$ cat src/rtl/zoom_pkg.sv
// Shared types and defaults for the nearest-neighbour zoom stage.
package zoom_pkg;

  typedef enum logic [1:0] {
    IDLE      = 2'd0,
    WAIT_LINE = 2'd1,
    ACTIVE    = 2'd2
  } state_t;

  localparam int DEF_LINE_WIDTH = 320;
  localparam int DEF_N_LINES    = 240;
  localparam int DEF_FACTOR     = 2;

  localparam int COORD_W = 10;
  localparam int SRC_W   = 9;   // holds 0..511 source column/line index
  localparam int REP_W   = 2;   // holds 0..3 replication index

endpackage

$ cat src/rtl/zoom_rep_counter.sv
// Mod-MOD counter with enable; at_max flags the terminal count so the
// caller can chain the next counter off the wrap.
module zoom_rep_counter
  import zoom_pkg::*;
#(
  parameter int MOD = 2
) (
  input  logic             clk_in,
  input  logic             rst_in,
  input  logic             en,
  output logic [REP_W-1:0] count,
  output logic             at_max
);

  logic [REP_W-1:0] count_reg;

  assign at_max = (count_reg == REP_W'(MOD - 1));
  assign count  = count_reg;

  always_ff @(posedge clk_in or posedge rst_in) begin
    if (rst_in) begin
      count_reg <= '0;
    end else if (en) begin
      count_reg <= at_max ? '0 : count_reg + REP_W'(1);
    end
  end

endmodule

$ cat src/rtl/zoom_replicacao.sv
// Nearest-neighbour zoom: replicates each source pixel FACTOR times across
// and re-reads each source line FACTOR times down via the buffer restart.
module zoom_replicacao
  import zoom_pkg::*;
#(
  parameter int LINE_WIDTH = DEF_LINE_WIDTH,
  parameter int N_LINES    = DEF_N_LINES,
  parameter int FACTOR     = DEF_FACTOR
) (
  input  logic               clk_in,
  input  logic               rst_in,
  input  logic               start_in,
  input  logic               line_ready_in,
  input  logic [7:0]         pixel_in,
  output logic               rd_data_out,
  output logic               repeat_line_out,
  output logic               line_done_out,
  output logic [7:0]         pixel_out,
  output logic               pixel_valid_out,
  input  logic               pixel_ready_in,
  output logic [COORD_W-1:0] x_out,
  output logic [COORD_W-1:0] y_out,
  output logic               busy_out,
  output logic               frame_done_out
);

  state_t           state_reg, state_next;
  logic [SRC_W-1:0] src_x_reg, src_x_next;
  logic [SRC_W-1:0] src_y_reg, src_y_next;
  logic [REP_W-1:0] col_rep, row_rep;
  logic             col_wrap, row_wrap;
  logic             transfer, last_x, last_y, line_end;

  assign transfer = (state_reg == ACTIVE) && pixel_ready_in;
  assign last_x   = (src_x_reg == SRC_W'(LINE_WIDTH - 1));
  assign last_y   = (src_y_reg == SRC_W'(N_LINES - 1));
  assign line_end = transfer && col_wrap && last_x;

  zoom_rep_counter #(.MOD(FACTOR)) u_col_rep (
    .clk_in (clk_in),
    .rst_in (rst_in),
    .en     (transfer),
    .count  (col_rep),
    .at_max (col_wrap)
  );

  // Row repeat only steps at the end of each replicated output line.
  zoom_rep_counter #(.MOD(FACTOR)) u_row_rep (
    .clk_in (clk_in),
    .rst_in (rst_in),
    .en     (line_end),
    .count  (row_rep),
    .at_max (row_wrap)
  );

  always_ff @(posedge clk_in or posedge rst_in) begin
    if (rst_in) begin
      state_reg <= IDLE;
      src_x_reg <= '0;
      src_y_reg <= '0;
    end else begin
      state_reg <= state_next;
      src_x_reg <= src_x_next;
      src_y_reg <= src_y_next;
    end
  end

  always_comb begin
    state_next      = state_reg;
    src_x_next      = src_x_reg;
    src_y_next      = src_y_reg;
    rd_data_out     = 1'b0;
    repeat_line_out = 1'b0;
    line_done_out   = 1'b0;
    frame_done_out  = 1'b0;
    case (state_reg)
      IDLE: begin
        if (start_in) state_next = WAIT_LINE;
      end
      WAIT_LINE: begin
        if (line_ready_in) state_next = ACTIVE;
      end
      ACTIVE: begin
        if (transfer && col_wrap) begin
          if (!last_x) begin
            src_x_next  = src_x_reg + SRC_W'(1);
            rd_data_out = 1'b1;
          end else begin
            // End of an output row: rewind the buffer for the next replica.
            src_x_next      = '0;
            repeat_line_out = 1'b1;
            if (row_wrap) begin
              line_done_out = 1'b1;
              if (!last_y) begin
                src_y_next = src_y_reg + SRC_W'(1);
                state_next = WAIT_LINE;
              end else begin
                src_y_next     = '0;
                frame_done_out = 1'b1;
                state_next     = IDLE;
              end
            end
          end
        end
      end
      default: state_next = IDLE;
    endcase
  end

  assign pixel_out       = pixel_in;
  assign pixel_valid_out = (state_reg == ACTIVE);
  assign busy_out        = (state_reg != IDLE);
  assign x_out = COORD_W'(src_x_reg) * COORD_W'(FACTOR) + COORD_W'(col_rep);
  assign y_out = COORD_W'(src_y_reg) * COORD_W'(FACTOR) + COORD_W'(row_rep);

endmodule

$ cat config.mk
export PLATFORM = sky130hd
export DESIGN_NAME = zoom_replicacao
export DESIGN_NICKNAME = d
export VERILOG_FILES = /design/src/rtl/zoom_pkg.sv /design/src/rtl/zoom_rep_counter.sv /design/src/rtl/zoom_replicacao.sv
export SDC_FILE = /design/constraint.sdc
export NUM_CORES = 1
export LEC_CHECK = 0
export ABC_AREA = 1
export BUFFER_PORTS_ARGS = -buffer_cell sky130_fd_sc_hd__clkbuf_2
export CAP_MARGIN = 20
export CORE_MARGIN = 4
export CORE_UTILIZATION = 35
export DETAILED_ROUTE_END_ITERATION = 8
export REMOVE_ABC_BUFFERS = 1
export SKIP_CTS_REPAIR_TIMING = 1
export SLEW_MARGIN = 20
export SYNTH_ARGS = -nofsm -noshare
export SYNTH_HDL_FRONTEND = slang
export SYNTH_SLANG_ARGS = --single-unit
$ cat constraint.sdc
create_clock -name clk_in -period 4.5 [get_ports clk_in]
set_input_delay 0.45 -clock clk_in [delete_from_list [all_inputs] [get_ports clk_in]]
set_output_delay 0.45 -clock clk_in [all_outputs]
set_load 0.01 [all_outputs]
==> out/qor.log, run 1 <==
[yosys] Avg Inst Size Synth 7.81 um^2
[pwr] switching share of power 42.0%
[global_route] total congestion overflow after global routing 0
[placement] placer's final routability congestion estimate 0.829
[pwr] power density of the placed cells 395 nW/um^2
[final_layout] commonest non-fill, non-tap cell in the layout nand2_1
[drt] wire length per cell after detailed routing 10.8 um
[pwr] cell internal pwr 433 uW
[status] result of the run finished clean
[clock_tree] total clock buffers created by CTS 3
[clock_tree] library cell used as clock root buffer clkbuf_8
[global_route] Overall Global Routing Usage 11.7%
[yosys] top cell type by total area after synthesis dfrtp_1
[final_layout] number of nets in the final layout 259
[drt] vias per cell 4.42
[clock_tree] clock sinks 24
[clock_tree] worst skew pair latency 0.26 ns
[global_route] global-route wire length before repair 5740 um
[min_path] worst hold-check path type input pin to async pin
[yosys] Seq/Total Area, Yosys 34.9%
[timing] Finish-stage setup viols 0
[global_route] antenna violations before repair 0
[drt] via count of the routed design 1347
[final_layout] post-layout instance count excluding filler cells 305
[timing] highest clock frequency the design can meet 444 MHz
[yosys] count of synthesis-stage warnings from yosys 0
[global_route] pin count of the biggest net entering global routing 25
[drt] Initial DRC Count 46
[pwr] Psw 314 uW
[drt] remaining design rule violation count 0
[pwr] standby leakage power 0.00114 uW
[final_layout] number of fill cells 516
[clock_tree] CTS max path bufs 2
[timing] final hold violation count 0
[setup_path] worst endpoint required time 4.05 ns
[final_layout] leading cell types in the layout, fill and taps excluded nand2_1 (59), clkbuf_2 (30), inv_1 (26)
[floorplanning] Vert. Die Dim 78.1 um
[yosys] synthesized flop and latch total 24
[timing] Worst Max-Slew Pin Slew 0.890 ns
[timing] aggregate negative setup slack 0 ns
[floorplanning] ports placed on the boundary 47
[setup_path] kind of end point of the critical path output port
[yosys] netlist area before placement 1720 um^2
[placement] Port Buf Inserts 30
[clock_tree] CTS tree built
[placement] DP Wirelength 2580 um
[timing] ratio of final minimum period to clock period 50.1%
[timing] Worst Clk Skew 0.00416 ns
[setup_path] worst setup path class register to output port
[job] number of maximum-capacitance violations 0
[timing] final period demand of the worst path 2.25 ns
[yosys] top post-synthesis cells by area dfrtp_1 (35%), nand2_1 (13%), xor2_1 (11%)
[final_layout] ratio of cells with drive above 1 in the final layout 19.3%
[setup_path] launching element type of the critical path register
[floorplanning] Initial Util 36.2%
[yosys] portion of synthesized cell area occupied by the leading cell type 34.9%
[floorplanning] total core area 4750 um^2
[pwr] Reg power frac 42.0%
[timing] max-slew violation count 0
[setup_path] maximum net fanout on the critical path 6
[floorplanning] Placement Rows 25
[final_layout] Area growth syn-to-layout 9.97%
[setup_path] Critical Path AT 1.80 ns
[placement] placed cells 302
[floorplanning] die outline width 78.1 um
[drt] total wire length 3300 um
[pwr] Max VDD drop 361 uV
[yosys] post-synth cell types 28
[clock_tree] clock transition at the registers of the reported paths 0.09 ns
[final_layout] diode count 0
[timing] Worst slew margin 40.3%
[floorplanning] floorplan die area 6100 um^2
[drt] post-route antenna net violation count 0
[global_route] via count of the first global-routing pass 1227
[clock_tree] number of H-tree branching levels 1
[timing] RSZ-0062 raised after global routing no
[yosys] synthesized instance count 220
[drt] first-pass detailed-route iteration total 4
[pwr] clock power share 17.2%
[pwr] Combinational Power Share 40.8%
-- cells in the mapped netlist (all sizes together) --
cell type,n
o21ai,6
o31ai,1
nand3,16
o21a,1
dfrtp,24
nand4,4
xnor2,4
mux2i,1
nand3b,1
xor2,21
buf,12
nand2,63
inv,28
nor2,28
clkbuf,3
nor3,1
ha,6
-- layer usage --
metal / vias up / global-route usage (%) / share of wire, %
li1: 704 / - / -
met1: 606 / 15.0 / 45
met2: 35 / 19.2 / 49
met3: 2 / 4.36 / 5.5
met4: 0 / 2.10 / 0.91
met5: - / 0 / 0
-- final timing paths --
path / startpoint / endpoint / slack (ns) / depth (start not counted)
min in group clk_in: line_ready_in / state_reg[0]$_DFFE_PP0P_ / 0.45 / 3
worst min register to register: state_reg[1]$_DFFE_PP0P_ / state_reg[1]$_DFFE_PP0P_ / 0.50 / 1
worst min-delay path: rst_in / src_y_reg[8]$_DFFE_PP0P_ / 0.23 / 2
worst max register to register: src_y_reg[0]$_DFFE_PP0P_ / src_y_reg[3]$_DFFE_PP0P_ / 2.90 / 8
worst max-delay path: src_x_reg[0]$_DFFE_PP0P_ / x_out[9] / 2.25 / 6
max in group asynchronous: rst_in / u_col_rep.count[0]$_DFFE_PP0N_ / 3.85 / 2
-- through the flow --
step | setup WS, ns | hold slack (ns) | power [uW] | area, um^2 | utilization [%]
floorplan | 2.71 | 0.452 | 537 | 1620 | -
global placement | 2.57 | 0.481 | 624 | 1850 | 38.9
global route | 2.06 | 0.299 | 818 | 1890 | 39.8
detailed placement | 2.53 | 0.484 | 628 | 1850 | 38.9
finish | 2.25 | 0.234 | 747 | 1890 | 39.8
CTS | 2.23 | 0.411 | 761 | 1890 | 39.8
-- power by group through the flow --
stage	Sequential (uW)	Clock, uW	Combinational (uW)
floorplan	310	0	227
global placement	317	0	307
detailed placement	319	0	309
CTS	315	135	312
global route	323	146	349
finish	314	128	305
-- cell families after synthesis --
group | count (synthesis) | share of synthesized area, %
AO/OA/AOI/OAI | 8 | 2.62
buffers and inverters | 43 | 12.2
AND/OR/NAND/NOR | 113 | 32.6
flip-flops | 24 | 34.9
XOR/XNOR | 25 | 12.7
multiplexers | 1 | 0.582
adder cells (fa/ha/maj) | 6 | 4.37
-- layout make-up --
type,instances,area (um^2),area share [%]
multi-input cells,153,910,48.1
flip-flops and latches,24,601,31.8
repair buffers,30,150,7.94
clock buffers,3,41.3,2.18
well taps,67,83.8,4.43
inverters,28,105,5.56
-- worst max-delay path, stage by stage, from the launching register on --
cell	delay, ns
dfrtp_1	0.45
ha_1	0.23
ha_1	0.19
nand3_1	0.14
nor3_1	0.20
xor2_1	0.17
clkbuf_2	0.15
No activity file was read; power rests on OpenSTA's default activity.
==> inputs of run 2 (changes only) <==
==> constraint.sdc (replaced) <==
create_clock -name clk_in -period 1.8 [get_ports clk_in]
set_input_delay 0.18 -clock clk_in [delete_from_list [all_inputs] [get_ports clk_in]]
set_output_delay 0.18 -clock clk_in [all_outputs]
set_load 0.01 [all_outputs]
==> run 2 against run 1 <==
- hold slack worse by 0.074 ns
- the flow now finishes with violations (negative setup slack)
- core utilization is 7.3 points higher
- global-route usage is 0.65 points higher
- critical path depth stayed put
- via count is 8.2% higher
- flip-flop and latch count stayed put
- non-clock buffer count is 20 higher
- setup slack worse by 2.3 ns
- first-iteration DRC count is 41% higher
==> out/qor.log, run 2 (synthesized netlist as in run 1, its figures left out) <==
[placement] Port Buf Inserts 30 [unchanged]
[floorplanning] Vert. Die Dim 78.1 um [unchanged]
[global_route] antenna violations before repair 0 [unchanged]
[setup_path] maximum net fanout on the critical path 6 [unchanged]
[placement] placer's final routability congestion estimate 0.855 [+3.2%]
[final_layout] post-layout instance area 2240 um^2 [+18%]
[final_layout] number of nets in the final layout 279 [+7.7%]
[floorplanning] floorplan die area 6100 um^2 [unchanged]
[setup_path] cell with the largest stage delay on the worst path dfrtp_2
[pwr] switching share of power 41.4% [-0.61 points]
[clock_tree] number of H-tree branching levels 1 [unchanged]
[floorplanning] Placement Rows 25 [unchanged]
[job] number of maximum-capacitance violations 0 [unchanged]
[setup_path] CP Cell Sequence ha_4, ha_4, nand3_4, nor3_2, xor2_1, buf_2
[timing] RSZ-0062 raised after global routing yes
[setup_path] delay of the slowest critical-path stage 0.46 ns [about the same]
[global_route] pin count of the biggest net entering global routing 25 [unchanged]
[drt] total wire length 3880 um [+18%]
[global_route] global-route wire length before repair 6060 um [+5.5%]
[placement] Worst Setup Slack post-DPL 0.117 ns [-2.41 ns]
[pwr] power density of the placed cells 954 nW/um^2 [+140%]
[timing] ratio of final minimum period to clock period 100%
[drt] post-route antenna net violation count 0 [unchanged]
[status] result of the run finished with violations
[min_path] worst hold-check path type input pin to register
[floorplanning] Initial Util 36.2% [unchanged]
[final_layout] commonest non-fill, non-tap cell in the layout nand2_1
[timing] Worst Clk Skew 0.00226 ns [-0.00190 ns]
[final_layout] diode count 0 [unchanged]
[clock_tree] library cell used as clock root buffer clkbuf_8
[placement] placement-stage cell area 1860 um^2 [+0.41%]
[timing] final hold violation count 0 [unchanged]
[setup_path] Critical Path AT 1.63 ns [-0.17 ns]
[clock_tree] CTS max path bufs 2 [unchanged]
[pwr] clock power share 17.5% [+0.3 points]
[drt] vias per cell 4.47 [+1.2%]
[final_layout] ratio of cells with drive above 1 in the final layout 36.7% [+17 points]
[timing] Finish-stage setup viols 1 [+1]
[timing] final critical-path setup slack -0.00605 ns [-2.25 ns]
[timing] Worst slew margin 78.4% [+38 points]
[clock_tree] clock sinks 24 [unchanged]
[floorplanning] ports placed on the boundary 47 [unchanged]
[timing] max-slew violation count 0 [unchanged]
[floorplanning] total core area 4750 um^2 [unchanged]
[drt] Initial DRC Count 65 [+41%]
[setup_path] launching element type of the critical path register
[final_layout] Area growth syn-to-layout 30.3%
[clock_tree] CTS tree built
[setup_path] worst setup path class register to output port
[drt] wire length per cell after detailed routing 11.9 um [+10%]
[placement] DP Wirelength 2660 um [+3.2%]
[status] failing checks negative setup slack
[drt] via count of the routed design 1457 [+8.2%]
[setup_path] most frequent cell on the critical path ha_4
[timing] highest clock frequency the design can meet 554 MHz
[drt] first-pass detailed-route iteration total 4 [unchanged]
[pwr] Combinational Power Share 44.0% [+3.2 points]
[global_route] Overall Global Routing Usage 12.4% [+0.65 points]
[pwr] cell internal pwr 1250 uW [+190%]
[timing] Worst Max-Slew Pin Slew 0.323 ns [-0.567 ns]
[clock_tree] clock transition at the registers of the reported paths 0.09 ns [about the same]
[pwr] Psw 886 uW [+180%]
[global_route] via count of the first global-routing pass 1333 [+8.6%]
[clock_tree] worst skew pair latency 0.27 ns [about the same]
[timing] aggregate negative setup slack -0.00605 ns [-0.00605 ns]
[setup_path] kind of end point of the critical path output port
[final_layout] leading cell types in the layout, fill and taps excluded nand2_1 (57), clkbuf_2 (23), inv_1 (22)
[pwr] standby leakage power 0.00123 uW [+8.0%]
[floorplanning] die outline width 78.1 um [unchanged]
[timing] final period demand of the worst path 1.81 ns
[setup_path] worst endpoint required time 1.62 ns [-2.43 ns]
[pwr] Max VDD drop 510 uV [+41%]
[pwr] Reg power frac 38.5% [-3.5 points]
[clock_tree] total clock buffers created by CTS 3 [unchanged]
[global_route] total congestion overflow after global routing 0 [unchanged]
[drt] remaining design rule violation count 0 [unchanged]
[run 2: cell types whose count changed in the layout (fill, tap and decap cells not counted), sizes merged]
cell	delta
buf	+26
inv	+1
clkinv	-1
dlygate4sd3	+1
clkbuf	-6
[run 2: area by class of cell]
| type | instances | area, um^2 |
|---|---|---|
| clock buffer | 4 | 55.1 |
| fill | 475 | 2510 |
| inverter | 28 | 105 |
| multi-input combinational | 153 | 1060 |
| sequential | 24 | 608 |
| tap | 67 | 83.8 |
| timing repair buffer | 50 | 332 |
[run 2: power groups by stage]
stage / clock network (uW) / registers, uW / logic (uW)
final: 375 / 823 / 940
after detailed placement: 0 / 804 / 774
after floorplan: 0 / 775 / 566
after CTS: 385 / 795 / 775
after global placement: 0 / 801 / 764
after global routing: 411 / 846 / 1060
[run 2: final timing paths]
path | from | end | slack, ns | cells after the start
worst max-delay path | src_x_reg[0]$_DFFE_PP0P_ | x_out[9] | -0.006 | 6
worst min-delay path | line_ready_in | state_reg[0]$_DFFE_PP0P_ | 0.16 | 3
worst max register to register | src_x_reg[0]$_DFFE_PP0P_ | src_y_reg[2]$_DFFE_PP0P_ | 0.15 | 9
worst min register to register | state_reg[1]$_DFFE_PP0P_ | state_reg[1]$_DFFE_PP0P_ | 0.48 | 1
max in group asynchronous | rst_in | src_x_reg[0]$_DFFE_PP0P_ | 1.05 | 4
min in group asynchronous | rst_in | src_y_reg[8]$_DFFE_PP0P_ | 0.48 | 4
[run 2: per-stage QoR]
stage	std cells	util [%]	power [uW]	hold WS, ns
after floorplan	205	-	1340	0.195
after global placement	303	39.1	1560	0.233
after detailed placement	303	39.1	1580	0.230
after CTS	307	40.2	1950	-0.0609
after global routing	326	47.1	2320	0.209
final	326	47.1	2140	0.161
[run 2: critical path, delay by kind of cell, from the launching register on]
kind	cells	cell delay [ns]
adders and majority gates	2	0.33
xor gates and xnor gates	1	0.14
buffers and inverters	1	0.14
and+or+nand+nor	2	0.27
DFF	1	0.46
[run 2: per-layer routing]
| metal | vias to the layer above | GRT usage, % | share of wire, % |
|---|---|---|---|
| met3 | 4 | 2.52 | 3.5 |
| met2 | 35 | 20.5 | 51 |
| met5 | - | 0 | 0 |
| met4 | 0 | 5.77 | 1.9 |
| met1 | 666 | 15.4 | 44 |
| li1 | 752 | - | - |
==> inputs of run 3 (changes only) <==
--- a/config.mk
+++ b/config.mk
@@ -5,9 +5,9 @@
 export SDC_FILE = /design/constraint.sdc
 export NUM_CORES = 1
 export LEC_CHECK = 0
-export ABC_AREA = 1
-export BUFFER_PORTS_ARGS = -buffer_cell sky130_fd_sc_hd__clkbuf_2
+export BUFFER_PORTS_ARGS = -buffer_cell sky130_fd_sc_hd__buf_2
 export CAP_MARGIN = 20
+export CORE_ASPECT_RATIO = 0.8
 export CORE_MARGIN = 4
 export CORE_UTILIZATION = 35
 export DETAILED_ROUTE_END_ITERATION = 8
==> run 3 against run 2 <==
- the flow still finishes with violations (negative setup slack)
- clock-buffer cell count did not move
- non-clock buffer count rose by 16
- sequential power fell by 20%
- hold slack got worse by 0.017 ns
- final cell count fell by 15%
- synthesized area fell by 9.5%
- maximum frequency fell by 6.1%
- first-iteration DRC count fell by 6.2%
- critical path type unchanged
- critical endpoint is now frame_done_out
==> out/qor.log, run 3 <==
[yosys] Seq/Total Area, Yosys 38.6% [+3.7 points]
[timing] final period demand of the worst path 1.92 ns [+0.118 ns]
[final_layout] number of fill cells 384 [-19%]
[pwr] clock power share 23.2% [+5.7 points]
[yosys] EDFF count, synth 0 [unchanged]
[drt] remaining design rule violation count 0 [unchanged]
[floorplanning] die outline width 82.5 um [+5.7%]
[clock_tree] clock transition at the registers of the reported paths 0.08 ns [about the same]
[yosys] most frequent cell after synthesis dfrtp_1
[timing] final hold violation count 0 [unchanged]
[clock_tree] CTS tree built
[clock_tree] clock sinks 24 [unchanged]
[final_layout] number of nets in the final layout 241 [-14%]
[final_layout] commonest non-fill, non-tap cell in the layout buf_4
[yosys] share of synthesized flip-flops with an asynchronous set or reset 100% [unchanged]
[yosys] count of synthesis-stage warnings from yosys 0 [unchanged]
[drt] vias per cell 4.84 [+8.3%]
[global_route] pin count of the biggest net entering global routing 25 [unchanged]
[final_layout] ratio of cells with drive above 1 in the final layout 44.3% [+7.7 points]
[pwr] Combinational Power Share 35.2% [-8.8 points]
[yosys] top cell type by total area after synthesis dfrtp_1
[floorplanning] floorplan die area 5580 um^2 [-8.5%]
[global_route] Overall Global Routing Usage 12.5% [+0.14 points]
[yosys] post-synth cell types 36 [+29%]
[pwr] Reg power frac 41.6% [+3.1 points]
[yosys] portion of synthesized cell area occupied by the leading cell type 38.6% [+3.7 points]
[floorplanning] Placement Rows 21 [-16%]
[clock_tree] worst skew pair latency 0.27 ns [about the same]
[placement] placement-stage cell area 1880 um^2 [+1.3%]
[setup_path] launching element type of the critical path register
[drt] wire length per cell after detailed routing 12.5 um [+5.1%]
[pwr] standby leakage power 0.00105 uW [-14%]
[yosys] dominant register cell in the synthesized netlist dfrtp_1
[job] number of maximum-capacitance violations 0 [unchanged]
[clock_tree] CTS max path bufs 2 [unchanged]
[timing] Worst Max-Slew Pin Slew 0.338 ns [+0.0150 ns]
[setup_path] worst setup path class register to output port
[pwr] Psw 496 uW [-44%]
[yosys] top post-synthesis cells by area dfrtp_1 (39%), xnor2_1 (7.9%), buf_4 (4.8%)
[timing] aggregate negative setup slack -0.479 ns [-0.473 ns]
[timing] ratio of final minimum period to clock period 107% [+6.5 points]
[drt] first-pass detailed-route iteration total 4 [unchanged]
[timing] Worst slew margin 77.1% [-1.2 points]
[timing] Finish-stage setup viols 5 [+4]
[yosys] Avg Inst Size Synth 9.15 um^2 [+17%]
[pwr] Max VDD drop 630 uV [+24%]
[pwr] power density of the placed cells 732 nW/um^2 [-23%]
[drt] Initial DRC Count 61 [-6.2%]
[global_route] total congestion overflow after global routing 0 [unchanged]
[floorplanning] ports placed on the boundary 47 [unchanged]
[clock_tree] total clock buffers created by CTS 3 [unchanged]
[floorplanning] total core area 4230 um^2 [-11%]
[status] result of the run finished with violations
[timing] final critical-path setup slack -0.124 ns [-0.118 ns]
[timing] Worst Clk Skew 0.0102 ns [+0.00796 ns]
[setup_path] kind of end point of the critical path output port
[global_route] antenna violations before repair 0 [unchanged]
[status] failing checks negative setup slack
[placement] placer's final routability congestion estimate 0.775 [-9.4%]
[yosys] netlist area before placement 1560 um^2 [-9.5%]
[placement] Port Buf Inserts 30 [unchanged]
[drt] via count of the routed design 1346 [-7.6%]
[drt] total wire length 3480 um [-10%]
[placement] Worst Setup Slack post-DPL -0.0206 ns [-0.137 ns]
[yosys] synthesized flop and latch total 24 [unchanged]
[final_layout] Finished Core Util 50.9% [+3.8 points]
[final_layout] leading cell types in the layout, fill and taps excluded buf_4 (34), buf_2 (28), dfrtp_1 (22)
[pwr] cell internal pwr 1080 uW [-14%]
[global_route] via count of the first global-routing pass 1161 [-13%]
[timing] RSZ-0062 raised after global routing yes
[clock_tree] library cell used as clock root buffer clkbuf_8
[setup_path] worst endpoint required time 1.62 ns [about the same]
[timing] highest clock frequency the design can meet 520 MHz [-6.1%]
[placement] DP Wirelength 2540 um [-4.5%]
[drt] post-route antenna net violation count 0 [unchanged]
[timing] max-slew violation count 0 [unchanged]
[floorplanning] Initial Util 36.8% [+0.61 points]
[yosys] most common library cells after synthesis dfrtp_1 (24), nand2_1 (19), xnor2_1 (14)
[global_route] global-route wire length before repair 5440 um [-10%]
[setup_path] maximum net fanout on the critical path 7 [+1]
[pwr] switching share of power 31.5% [-10 points]
[clock_tree] number of H-tree branching levels 1 [unchanged]
[yosys] synthesized instance count 170 [-23%]
[final_layout] Area growth syn-to-layout 38.4%
[setup_path] Critical Path AT 1.74 ns [+0.11 ns]
[floorplanning] Vert. Die Dim 67.6 um [-13%]
[final_layout] post-layout instance area 2150 um^2 [-3.9%]
[final_layout] diode count 0 [unchanged]
[min_path] worst hold-check path type input pin to register
-- run 3: cell types whose count changed after synthesis, moves of 5 or more --
cell,before,now
inv_1,27,7
xnor2_1,4,14
nand3_1,15,10
nand2_1,59,19
xor2_1,21,7
nor2_1,23,8
o21ai_0,4,12
-- run 3: final cells by class --
cell class                 count  area [um^2]  share of cell area (%)
clock buffer                   4         55.1                    2.56
tap                           57         71.3                    3.31
multi-input combinational    120          953                    44.3
inverter                       7         26.3                    1.22
sequential                    24          603                    28.0
timing repair buffer          66          443                    20.6
-- run 3: critical path, stage by stage, from the launching register on --
cell and delay [ns]:
dfrtp_1 0.42, nand4bb_1 0.21, or4_4 0.51, buf_8 0.15
nor2_4 0.08, buf_6 0.10
-- run 3: stage by stage --
stage | hold slack (ns) | power [uW] | instances
2_1_floorplan | 0.195 | 903 | 151
3_3_place_gp | 0.245 | 1130 | 267
3_5_place_dp | 0.246 | 1130 | 267
4_1_cts | -0.0483 | 1510 | 271
5_1_grt | 0.133 | 1680 | 278
6_report | 0.144 | 1580 | 278
-- run 3: worst paths after layout --
path                                                start                              to  slack, ns  depth (start not counted)
hold reg to reg                  src_y_reg[8]$_DFFE_PP0P_        src_y_reg[8]$_DFFE_PP0P_       0.54                          1
setup reg to reg           u_col_rep.count[1]$_DFFE_PP0N_        src_y_reg[7]$_DFFE_PP0P_      -0.11                          6
max in group asynchronous                          rst_in        src_y_reg[0]$_DFFE_PP0P_       1.04                          4
hold / removal                             pixel_ready_in  u_col_rep.count[1]$_DFFE_PP0N_       0.14                          2
setup / recovery           u_col_rep.count[1]$_DFFE_PP0N_                  frame_done_out      -0.12                          5
min in group asynchronous                          rst_in        src_x_reg[2]$_DFFE_PP0P_       0.49                          4
-- run 3: cell families (layout without fill, tap and decap cells) --
logic type / Yosys count / count (layout) / share of synthesized area (%)
xor gates and xnor gates: 21 / 21 / 11.8
and+or+nand+nor: 68 / 68 / 25.2
buffers and inverters: 26 / 77 / 9.01
DFF: 24 / 24 / 38.6
adders and majority gates: 6 / 6 / 4.83
muxes: 5 / 5 / 3.38
AOI/OAI and AO/OA: 20 / 20 / 7.16
-- run 3: power by group through the flow --
stage          Sequential, uW  Combinational [uW]  Clock, uW
2_1_floorplan             686                 217          0
6_report                  656                 555        365
3_3_place_gp              655                 472          0
4_1_cts                   648                 473        386
5_1_grt                   667                 613        400
3_5_place_dp              658                 471          0
-- run 3: layer usage --
layer	vias up	share of wire (%)	global-route usage [%]
met5	-	0	0
met4	0	0.78	3.67
met3	2	5.3	3.20
met2	39	46	17.6
met1	623	48	18.6
li1	682	-	-
